$ cat config.mk
export PLATFORM = sky130hd
export DESIGN_NAME = cnt_job_sequencer_flat
export DESIGN_NICKNAME = d
export VERILOG_FILES = /design/src/rtl/cnt_pkg.sv /design/src/rtl/cnt_job_sequencer_if.sv /design/src/rtl/cnt_job_fifo.sv /design/src/rtl/cnt_job_sequencer.sv /design/src/flat_wrapper.sv
export SDC_FILE = /design/constraint.sdc
export NUM_CORES = 1
export LEC_CHECK = 0
export BUFFER_PORTS_ARGS = -buffer_cell sky130_fd_sc_hd__buf_4
export CAP_MARGIN = 20
export CORE_MARGIN = 3
export CORE_UTILIZATION = 34
export DETAILED_ROUTE_END_ITERATION = 10
export PLACE_DENSITY = 0.58
export SYNTH_ARGS = -nofsm -noshare
export SYNTH_HDL_FRONTEND = slang
export SYNTH_SLANG_ARGS = --single-unit
$ cat constraint.sdc
create_clock -name clk -period 2.85 [get_ports clk]
set_clock_uncertainty 0.05 [all_clocks]
set_input_delay 0.285 -clock clk [delete_from_list [all_inputs] [get_ports clk]]
set_output_delay 0.285 -clock clk [all_outputs]
set_load 0.03 [all_outputs]
$ cat src/rtl/cnt_pkg.sv
// rtl/cnt_pkg.sv - shared types and widths for the counter job sequencer
package cnt_pkg;

  localparam int CNT_WIDTH_DEF = 7;
  localparam int JOBS_DONE_W   = 16;

  typedef enum logic [1:0] {
    IDLE      = 2'd0,
    ISSUE     = 2'd1,
    WAIT_RUN  = 2'd2,
    WAIT_DONE = 2'd3
  } seq_state_e;

endpackage

$ cat src/rtl/cnt_job_sequencer_if.sv
// rtl/cnt_job_sequencer_if.sv - job intake and responder start/run/done signals
interface cnt_job_sequencer_if import cnt_pkg::*; #(
  parameter int CNT_WIDTH = CNT_WIDTH_DEF
);

  logic                 job_valid_i;
  logic [CNT_WIDTH-1:0] job_val_i;
  logic                 job_ready_o;
  logic                 start_o;
  logic [CNT_WIDTH-1:0] cnt_val_o;
  logic                 run_i;
  logic                 done_i;

  // master is the sequencer; slave is the job source plus responder
  modport master (
    input  job_valid_i, job_val_i, run_i, done_i,
    output job_ready_o, start_o, cnt_val_o
  );

  modport slave (
    output job_valid_i, job_val_i, run_i, done_i,
    input  job_ready_o, start_o, cnt_val_o
  );

endinterface

$ cat src/rtl/cnt_job_fifo.sv
// rtl/cnt_job_fifo.sv - small synchronous job FIFO, full/empty decoded from a count register
module cnt_job_fifo import cnt_pkg::*; #(
  parameter int WIDTH = CNT_WIDTH_DEF,
  parameter int DEPTH = 4
) (
  input  logic             clk,
  input  logic             rst,
  input  logic             push_i,
  input  logic [WIDTH-1:0] din_i,
  input  logic             pop_i,
  output logic [WIDTH-1:0] dout_o,
  output logic             full_o,
  output logic             empty_o
);

  localparam int AW = $clog2(DEPTH);

  logic [AW-1:0]    wr_ptr_q, wr_ptr_d;
  logic [AW-1:0]    rd_ptr_q, rd_ptr_d;
  logic [AW:0]      count_q, count_d;
  logic [WIDTH-1:0] mem_q [DEPTH];
  logic [WIDTH-1:0] mem_d [DEPTH];
  logic             do_push, do_pop;

  assign full_o  = (count_q == (AW+1)'(DEPTH));
  assign empty_o = (count_q == '0);
  assign dout_o  = mem_q[rd_ptr_q];

  // no full-bypass: a pop never frees room for a same-cycle push
  assign do_push = push_i & ~full_o;
  assign do_pop  = pop_i & ~empty_o;

  always_comb begin
    mem_d    = mem_q;
    wr_ptr_d = wr_ptr_q;
    rd_ptr_d = rd_ptr_q;
    if (do_push) begin
      mem_d[wr_ptr_q] = din_i;
      wr_ptr_d        = wr_ptr_q + AW'(1);
    end
    if (do_pop) begin
      rd_ptr_d = rd_ptr_q + AW'(1);
    end
    count_d = count_q + (AW+1)'(do_push) - (AW+1)'(do_pop);
  end

  always_ff @(posedge clk or posedge rst) begin
    if (rst) begin
      wr_ptr_q <= '0;
      rd_ptr_q <= '0;
      count_q  <= '0;
      for (int i = 0; i < DEPTH; i++) begin
        mem_q[i] <= '0;
      end
    end else begin
      wr_ptr_q <= wr_ptr_d;
      rd_ptr_q <= rd_ptr_d;
      count_q  <= count_d;
      mem_q    <= mem_d;
    end
  end

endmodule

$ cat src/rtl/cnt_job_sequencer.sv
// rtl/cnt_job_sequencer.sv - issues queued count jobs to a start/run/done responder
module cnt_job_sequencer import cnt_pkg::*; #(
  parameter int CNT_WIDTH = CNT_WIDTH_DEF,
  parameter int DEPTH     = 4,
  parameter int TO_CYCLES = 1023
) (
  input  logic                   clk,
  input  logic                   rst,
  cnt_job_sequencer_if.master    bus,
  output logic                   busy_o,
  output logic                   cmpl_o,
  output logic                   err_o,
  output logic [JOBS_DONE_W-1:0] jobs_done_o
);

  localparam int WD_W = $clog2(TO_CYCLES + 1);

  seq_state_e             state_q, state_d;
  logic                   start_q, start_d;
  logic [CNT_WIDTH-1:0]   cnt_val_q, cnt_val_d;
  logic                   busy_q, busy_d;
  logic                   cmpl_q, cmpl_d;
  logic                   err_q, err_d;
  logic [JOBS_DONE_W-1:0] jobs_done_q, jobs_done_d;
  logic [WD_W-1:0]        wd_q, wd_d, wd_inc;
  logic                   wd_expire;

  logic                   fifo_full, fifo_empty, fifo_pop;
  logic [CNT_WIDTH-1:0]   fifo_head;

  assign fifo_pop = (state_q == IDLE) & ~fifo_empty;

  cnt_job_fifo #(
    .WIDTH (CNT_WIDTH),
    .DEPTH (DEPTH)
  ) u_fifo (
    .clk     (clk),
    .rst     (rst),
    .push_i  (bus.job_valid_i),
    .din_i   (bus.job_val_i),
    .pop_i   (fifo_pop),
    .dout_o  (fifo_head),
    .full_o  (fifo_full),
    .empty_o (fifo_empty)
  );

  assign bus.job_ready_o = ~fifo_full;
  assign bus.start_o     = start_q;
  assign bus.cnt_val_o   = cnt_val_q;
  assign busy_o          = busy_q;
  assign cmpl_o          = cmpl_q;
  assign err_o           = err_q;
  assign jobs_done_o     = jobs_done_q;

  // expiry fires when the count reaches TO_CYCLES, i.e. TO_CYCLES cycles after WAIT_RUN entry
  assign wd_inc    = wd_q + WD_W'(1);
  assign wd_expire = (wd_inc == WD_W'(TO_CYCLES));

  always_comb begin
    state_d     = state_q;
    start_d     = 1'b0;
    cnt_val_d   = cnt_val_q;
    cmpl_d      = 1'b0;
    err_d       = 1'b0;
    jobs_done_d = jobs_done_q;
    wd_d        = wd_q;
    case (state_q)
      IDLE: begin
        if (!fifo_empty) begin
          // a zero count would make the responder wrap through its full range
          if (fifo_head != '0) begin
            cnt_val_d = fifo_head;
            start_d   = 1'b1;
            wd_d      = '0;
            state_d   = ISSUE;
          end else begin
            err_d = 1'b1;
          end
        end
      end
      ISSUE: begin
        state_d = WAIT_RUN;
      end
      WAIT_RUN, WAIT_DONE: begin
        wd_d = wd_inc;
        if (bus.done_i) begin
          cmpl_d      = 1'b1;
          jobs_done_d = jobs_done_q + JOBS_DONE_W'(1);
          state_d     = IDLE;
        end else if (wd_expire) begin
          err_d   = 1'b1;
          state_d = IDLE;
        end else if (state_q == WAIT_RUN && bus.run_i) begin
          state_d = WAIT_DONE;
        end
      end
      default: state_d = IDLE;
    endcase
    busy_d = (state_d != IDLE);
  end

  always_ff @(posedge clk or posedge rst) begin
    if (rst) begin
      state_q     <= IDLE;
      start_q     <= 1'b0;
      cnt_val_q   <= '0;
      busy_q      <= 1'b0;
      cmpl_q      <= 1'b0;
      err_q       <= 1'b0;
      jobs_done_q <= '0;
      wd_q        <= '0;
    end else begin
      state_q     <= state_d;
      start_q     <= start_d;
      cnt_val_q   <= cnt_val_d;
      busy_q      <= busy_d;
      cmpl_q      <= cmpl_d;
      err_q       <= err_d;
      jobs_done_q <= jobs_done_d;
      wd_q        <= wd_d;
    end
  end

endmodule

$ cat src/flat_wrapper.sv
// flat-port wrapper written by rule: the top's interface ports become plain ports
module cnt_job_sequencer_flat import cnt_pkg::*;
#(
  parameter int CNT_WIDTH = CNT_WIDTH_DEF,
  parameter int DEPTH     = 4,
  parameter int TO_CYCLES = 1023
)
  (clk, rst, busy_o, cmpl_o, err_o, jobs_done_o, bus_job_valid_i, bus_job_val_i, bus_run_i, bus_done_i, bus_job_ready_o, bus_start_o, bus_cnt_val_o);
  cnt_job_sequencer_if #(.CNT_WIDTH(CNT_WIDTH)) bus_i ();
  input  logic clk;
  input  logic rst;
  output logic busy_o;
  output logic cmpl_o;
  output logic err_o;
  output logic [JOBS_DONE_W-1:0] jobs_done_o;
  input wire logic [$bits(bus_i.job_valid_i)-1:0] bus_job_valid_i;
  input wire logic [$bits(bus_i.job_val_i)-1:0] bus_job_val_i;
  input wire logic [$bits(bus_i.run_i)-1:0] bus_run_i;
  input wire logic [$bits(bus_i.done_i)-1:0] bus_done_i;
  output wire logic [$bits(bus_i.job_ready_o)-1:0] bus_job_ready_o;
  output wire logic [$bits(bus_i.start_o)-1:0] bus_start_o;
  output wire logic [$bits(bus_i.cnt_val_o)-1:0] bus_cnt_val_o;
  assign bus_i.job_valid_i = bus_job_valid_i;
  assign bus_i.job_val_i = bus_job_val_i;
  assign bus_i.run_i = bus_run_i;
  assign bus_i.done_i = bus_done_i;
  assign bus_job_ready_o = bus_i.job_ready_o;
  assign bus_start_o = bus_i.start_o;
  assign bus_cnt_val_o = bus_i.cnt_val_o;
  cnt_job_sequencer #(.CNT_WIDTH(CNT_WIDTH), .DEPTH(DEPTH), .TO_CYCLES(TO_CYCLES)) u_core (.clk(clk), .rst(rst), .bus(bus_i), .busy_o(busy_o), .cmpl_o(cmpl_o), .err_o(err_o), .jobs_done_o(jobs_done_o));
endmodule
# Word level (Yosys, flattened, before mapping)
# Index checks and enable logic that the tools add are counted.
[classes]
magnitude_cmp = 3
n_addsub = 6
mux = 25
bitwise_logic = 7
eq_ne = 7
reduce_logical = 11
[ops]
columns = ["operator", "n"]
rows = [
  ["28-bit bitwise mux", 1],
  ["7-bit two-way mux", 3],
  ["10-bit two-way mux", 2],
  ["10-bit one-hot mux with 2 select lines", 1],
  ["16-bit by 1-bit adder with 16-bit output, second input constant", 1],
  ["7-bit binary-select mux with 2-bit select", 1],
  ["7-bit demux with 2-bit select", 1],
  ["10-bit by 1-bit adder with 10-bit output, second input constant", 1],
  ["10-bit == test, second input constant", 1],
  ["2-bit two-way mux", 5],
  ["1-bit two-way mux", 9],
  ["7-bit nonzero test", 1],
  ["3-bit >= comparator, second input constant", 2],
  ["2-bit NOT with 3-bit output", 2],
  ["2-bit one-hot mux with 3 select lines", 1],
  ["3-bit AND reduction", 2],
  ["2-bit by 1-bit adder with 2-bit output, second input constant", 2],
  ["2-bit == test, second input constant", 2],
  ["2-bit inequality test, second input constant", 2],
  ["2-bit nonzero test", 2],
  ["3-bit by 1-bit adder with 3-bit output", 1],
  ["1-bit AND", 3],
  ["3-bit == test, second input constant", 1],
  ["3-bit zero test", 1],
  ["other kinds (9)", 11],
]
[word_totals]
regBits = 74
wordCells = 74
input_bits = 12

# Longest topological paths before layout
[depth]
ltp_word = 9
depth_mapped = 12
ltp_nobuf = 11

# Cells and area by module
# From an unflattened synthesis, not the netlist that was laid out.
[hier_totals]
hier_cells = 281
area_unflattened_um2 = 3414.5
[by_module_without_submodules]
columns = ["mod", "instances", "cells_each", "area_per_inst_um2"]
rows = [
  ["cnt_job_sequencer", 1, 177, 1803.0],
  ["cnt_job_fifo", 1, 104, 1611.5],
]

# Least setup slack after synthesis
# No wires, ideal clock.
[synth_timing]
kind = "flip-flop to flip-flop"
startpoint = "reg u_core.u_fifo.rd_ptr_q[0]"
endpoint = "reg u_core.wd_q[7]"
setup_time_ns = 0.096
path_slack_ns = 0.297
t_arrival_ns = 2.407
period_less_slack_ns = 2.553
path_stages_with_launch = 8
path_cell_list = "dfrtp_1 buf_6 mux4_2 or4_4 o41ai_4 buf_6 o211ai_1 o31ai_1"
[synth_between]
elab_chain_len = 7
[synth_rtl]
columns = ["element", "line_no", "text"]
rows = [
  ["start, declared", "cnt_job_fifo.sv:19", "logic [AW-1:0] rd_ptr_q, rd_ptr_d;"],
  ["start signal, assigned", "cnt_job_fifo.sv:57", "rd_ptr_q <= rd_ptr_d;"],
  ["2-bit NOT with 3-bit output (implied by the code)", "cnt_job_fifo.sv:27", "assign dout_o = mem_q[rd_ptr_q];"],
  ["7-bit binary-select mux with 2-bit select", "cnt_job_fifo.sv:27", ""],
  ["7-bit two-way mux (implied by the code) (2 in a row)", "cnt_job_fifo.sv:27", ""],
  ["7-bit nonzero test", "cnt_job_sequencer.sv:71", "if (fifo_head != '0) begin"],
  ["2-bit inequality test (no line)", "n/a", ""],
  ["3-bit AND reduction (no line)", "n/a", ""],
  ["end signal, assigned", "cnt_job_sequencer.sv:120", "wd_q <= wd_d;"],
  ["end, declared", "cnt_job_sequencer.sv:25", "logic [WD_W-1:0] wd_q, wd_d, wd_inc;"],
]
# Every way passes these cells. The select of a mux whose other input is x is not followed.
# A chain may end at the register's enable or synchronous reset.

# Worst setup path in the final report
[layout_timing]
startpoint = "reg u_core.u_fifo.rd_ptr_q[0]"
endpoint = "reg u_core.wd_q[1]"
# Same word-level chain as after synthesis.

==> summary.md <==
| Metric | Value |
|---|---|
| Status | finished clean |
| CP Launch Type | flop |
| TritonCTS Sinks | 74 |
| Vias per inst | around 4.9 |
| Die area | 11,100 um^2 |
| Post-synth top area cell | dfrtp_1 |
| Worst r2r path cells | 6 |
| Hold Fails Final Rpt | 0 |
| Worst r2r dst | u_core.wd_q[1] |
| Most common cell in the synthesized netlist | dfrtp_1 |
| Area grow syn2layout | 20.8% |
| Worst path max stage delay | 0.57 ns |
| Design area | 4060 um^2 |
| Via count | 2,164 |
| Placed Cells | between 400 and 500 |
| Std-Cell Rows | 35 |
| Final setup viols | 0 |
| Setup CP Type | flop to flop |
| Die H | roughly 110 um |
| RD Place Congestion | 0.763 |
| Most frequent cells after synthesis | 74 x dfrtp_1, 29 x mux2_2, 24 x nand2_1, 19 x xnor2_1, 12 x inv_1 |
| Max Fclk | between 300 and 400 MHz |
| Drt total wl | 6520 um |
| Synth Cell Area | 3360 um^2 |
| Initial cell density of the core | 35.7% |
| Total power | 4.57 mW |
| Reg-to-reg startpoint | u_core.u_fifo.rd_ptr_q[0] |
| Setup TNS | 0 ns |
| Final ANT Viol Nets | 0 |
| Layout Nets | 335 |
| Syn nets | 289 |
| Critical path cell sequence | mux4_2, or4_4, o41ai_4, buf_4, inv_2, a211oi_2 |
| HP Class | input port to async pin |
| Syn avg cell area | roughly 13 um^2 |
| Period utilization | 90.1% |
| Initial antenna violation count | 0 |
| Static Leak | roughly 1.8 nW |
| GRT Max-Usage Layer | met2 |
| Largest net degree at the start of global routing | 40 |
| Synth area leaders | dfrtp_1 55%, mux2_2 9.7%, xnor2_1 5.0%, mux4_2 4.7%, ha_1 3.4% |
| Post-CTS setup repair buffer count | 0 |
| CTS max path bufs | 2 |
| Clk pwr share | 21.4% |
| Worst skew pair latency | 0.35 ns |
| Tot GR Track Use | about an eighth |
| Synth Instances | approximately 270 |
| Setup WS pre-CTS | 0.151 ns |
| Max-slew violation count | 0 |
| DRT iter0 DRCs | 66 |
| Root Buffer | clkbuf_8 |
| CP max-delay cell | or4_4 |
| DRC | 0 |
| H-tree Lvls | 3 |
| Synthesis Warnings | 0 |
| Post-synthesis register bit count | 74 |
| First-pass GRT wire length | 11,700 um |
| Finished Core Util | between 40 and 50% |
| Chip width | 105 um |
| Core area | 9420 um^2 |
| Pwr dens | 1120 nW/um^2 |
| R2R Setup Slk | 0.28 ns |
| Ports | 40 |
| Sw frac | 35.3% |
| WL/cell | ~15 um |
| TritonCTS clock tree | built |
| Comb power frac | 39.2% |
| Share of cells above drive strength 1 | about a third |
| RSZ-0062 raised after global routing | no |
| Post-synth EDFFs | 0 |
| Critical Path RT | 3.07 ns |
| Routing usage on met2 | between 20% and 30% |
| Met1 Resource Use GR | about 17% |
| Cell Area, Placed | between 3000 and 4000 um^2 |
| GRT overflow | 0 |
| Worst Setup End Kind | flop |
| Measured slew at the worst slew-check pin | 0.760 ns |
| Worst rel slew slack | 48.0% |
| Critical Path Fanout Max | 17 |
| Share of the synthesized area in the top cell type | between 50% and 60% |
| Primary FF master, synth | dfrtp_1 |
| Psw | 1.61 mW |
| CTS Buf Count | 9 |
| HPWL Detailed | between 4000 and 5000 um |
| Maxcap violations | 0 |
| Post-route minimum period | around 2.6 ns |
| Port-buffer cells | 39 |
| Met3 usage | roughly 4.0% |
| Async set or reset register ratio after synthesis | 100% |
| Antenna diodes | 0 |
| Seq pwr share | 39.4% |
| Seq/Total Area, Yosys | between 50% and 60% |
| Final worst slack | 0.283 ns |
| Post-Layout Cell Count | around 450 |
| Critical path arrival | between 2 and 3 ns |
| VDD IR max | 0.518 mV |
| Vias in the first global route | 2,279 |
| Power Internal | 2.95 mW |
| Yosys cell types | 37 |
| Clock-pin slew on the worst setup and hold paths | 0.08 ns |
| First drt pass iteration count | 4 |
| WHS | 0.0256 ns |
[cells by family after synthesis]
family / count (synthesis) / share of synthesized area (%)
adders and majority gates: 10 / 3.95
and+or+nand+nor: 69 / 10.2
DFF: 74 / 55.1
xor gates and xnor gates: 24 / 6.25
buffers and inverters: 23 / 3.09
muxes: 36 / 14.4
AOI/OAI and AO/OA: 31 / 7.04
[cell usage in the layout, fill, tap and decap left out, drive strengths merged, types with 2 or more instances in the layout]
cell,count
xor2,5
nand3,9
mux4,7
nor3,5
inv,13
a21oi,3
mux2,29
a31oi,2
and3,2
o21ai,9
buf,45
ha,9
xnor2,19
dfrtp,74
clkbuf,10
o31ai,2
nand4,10
nor4,2
or4,2
nand2b,2
a22o,8
o211ai,4
nor2,9
nand2,24
bufinv,3
[worst max-delay path by stage]
stage                              startpoint        endpoint  slack (ns)  depth (start not counted)
detailed placement  u_core.u_fifo.rd_ptr_q[0]  u_core.wd_q[1]        0.15                          6
CTS                 u_core.u_fifo.rd_ptr_q[0]  u_core.wd_q[1]        0.13                          6
global route        u_core.u_fifo.rd_ptr_q[0]  u_core.wd_q[1]        0.13                          6
global placement    u_core.u_fifo.rd_ptr_q[0]  u_core.wd_q[1]        0.19                          6
finish              u_core.u_fifo.rd_ptr_q[0]  u_core.wd_q[1]        0.28                          6
floorplan           u_core.u_fifo.rd_ptr_q[0]  u_core.wd_q[7]        0.30                          7
[power by group through the flow]
stage / logic, mW / clock network (mW) / registers (mW)
after floorplan: 1.23 / 0 / 1.89
after global placement: 1.77 / 0 / 1.82
after detailed placement: 1.83 / 0 / 1.82
after CTS: 1.83 / 1.01 / 1.81
after global routing: 2.00 / 1.05 / 1.87
final: 1.79 / 0.977 / 1.80
[critical path, delay by kind of cell (launching register included)]
family                 cells  cell delay, ns
AND/OR/NAND/NOR            1            0.57
multiplexers               1            0.54
AO/OA/AOI/OAI              2            0.52
flip-flops                 1            0.48
buffers and inverters      2            0.33
[area by class of cell]
class                   instances  area, um^2
flip-flops and latches         74        1850
inverters                      13        48.8
well taps                     129         161
clock inverters                 5         103
clock buffers                  10         138
fillers                       897        5360
multi-input cells             170        1410
repair buffers                 45         350
[layer usage]
layer	vias up	wire, um
li1	1042	-
met1	1078	2890
met2	33	3230
met3	11	314
met4	0	87
met5	-	0
[registers in the layout, summed over array words and instances, names as in the netlist]
signal and flops:
u_core.jobs_done_o 16, u_core.cmpl_o 1, u_core.wd_q 10, u_core.u_fifo.rd_ptr_q 2, u_core.err_o 1, u_core.bus.cnt_val_o 7
u_core.bus.start_o 1, u_core.busy_o 1, u_core.u_fifo.count_q 3, u_core.state_q 2, u_core.u_fifo.mem_q 28, u_core.u_fifo.wr_ptr_q 2
[what timing repair did]
item / CTS / global route
hold buffers: 0 / 0
endpoints found under the setup margin: 0 / 1
gates resized for setup: 0 / 1
(Power assumes the default switching activity.)
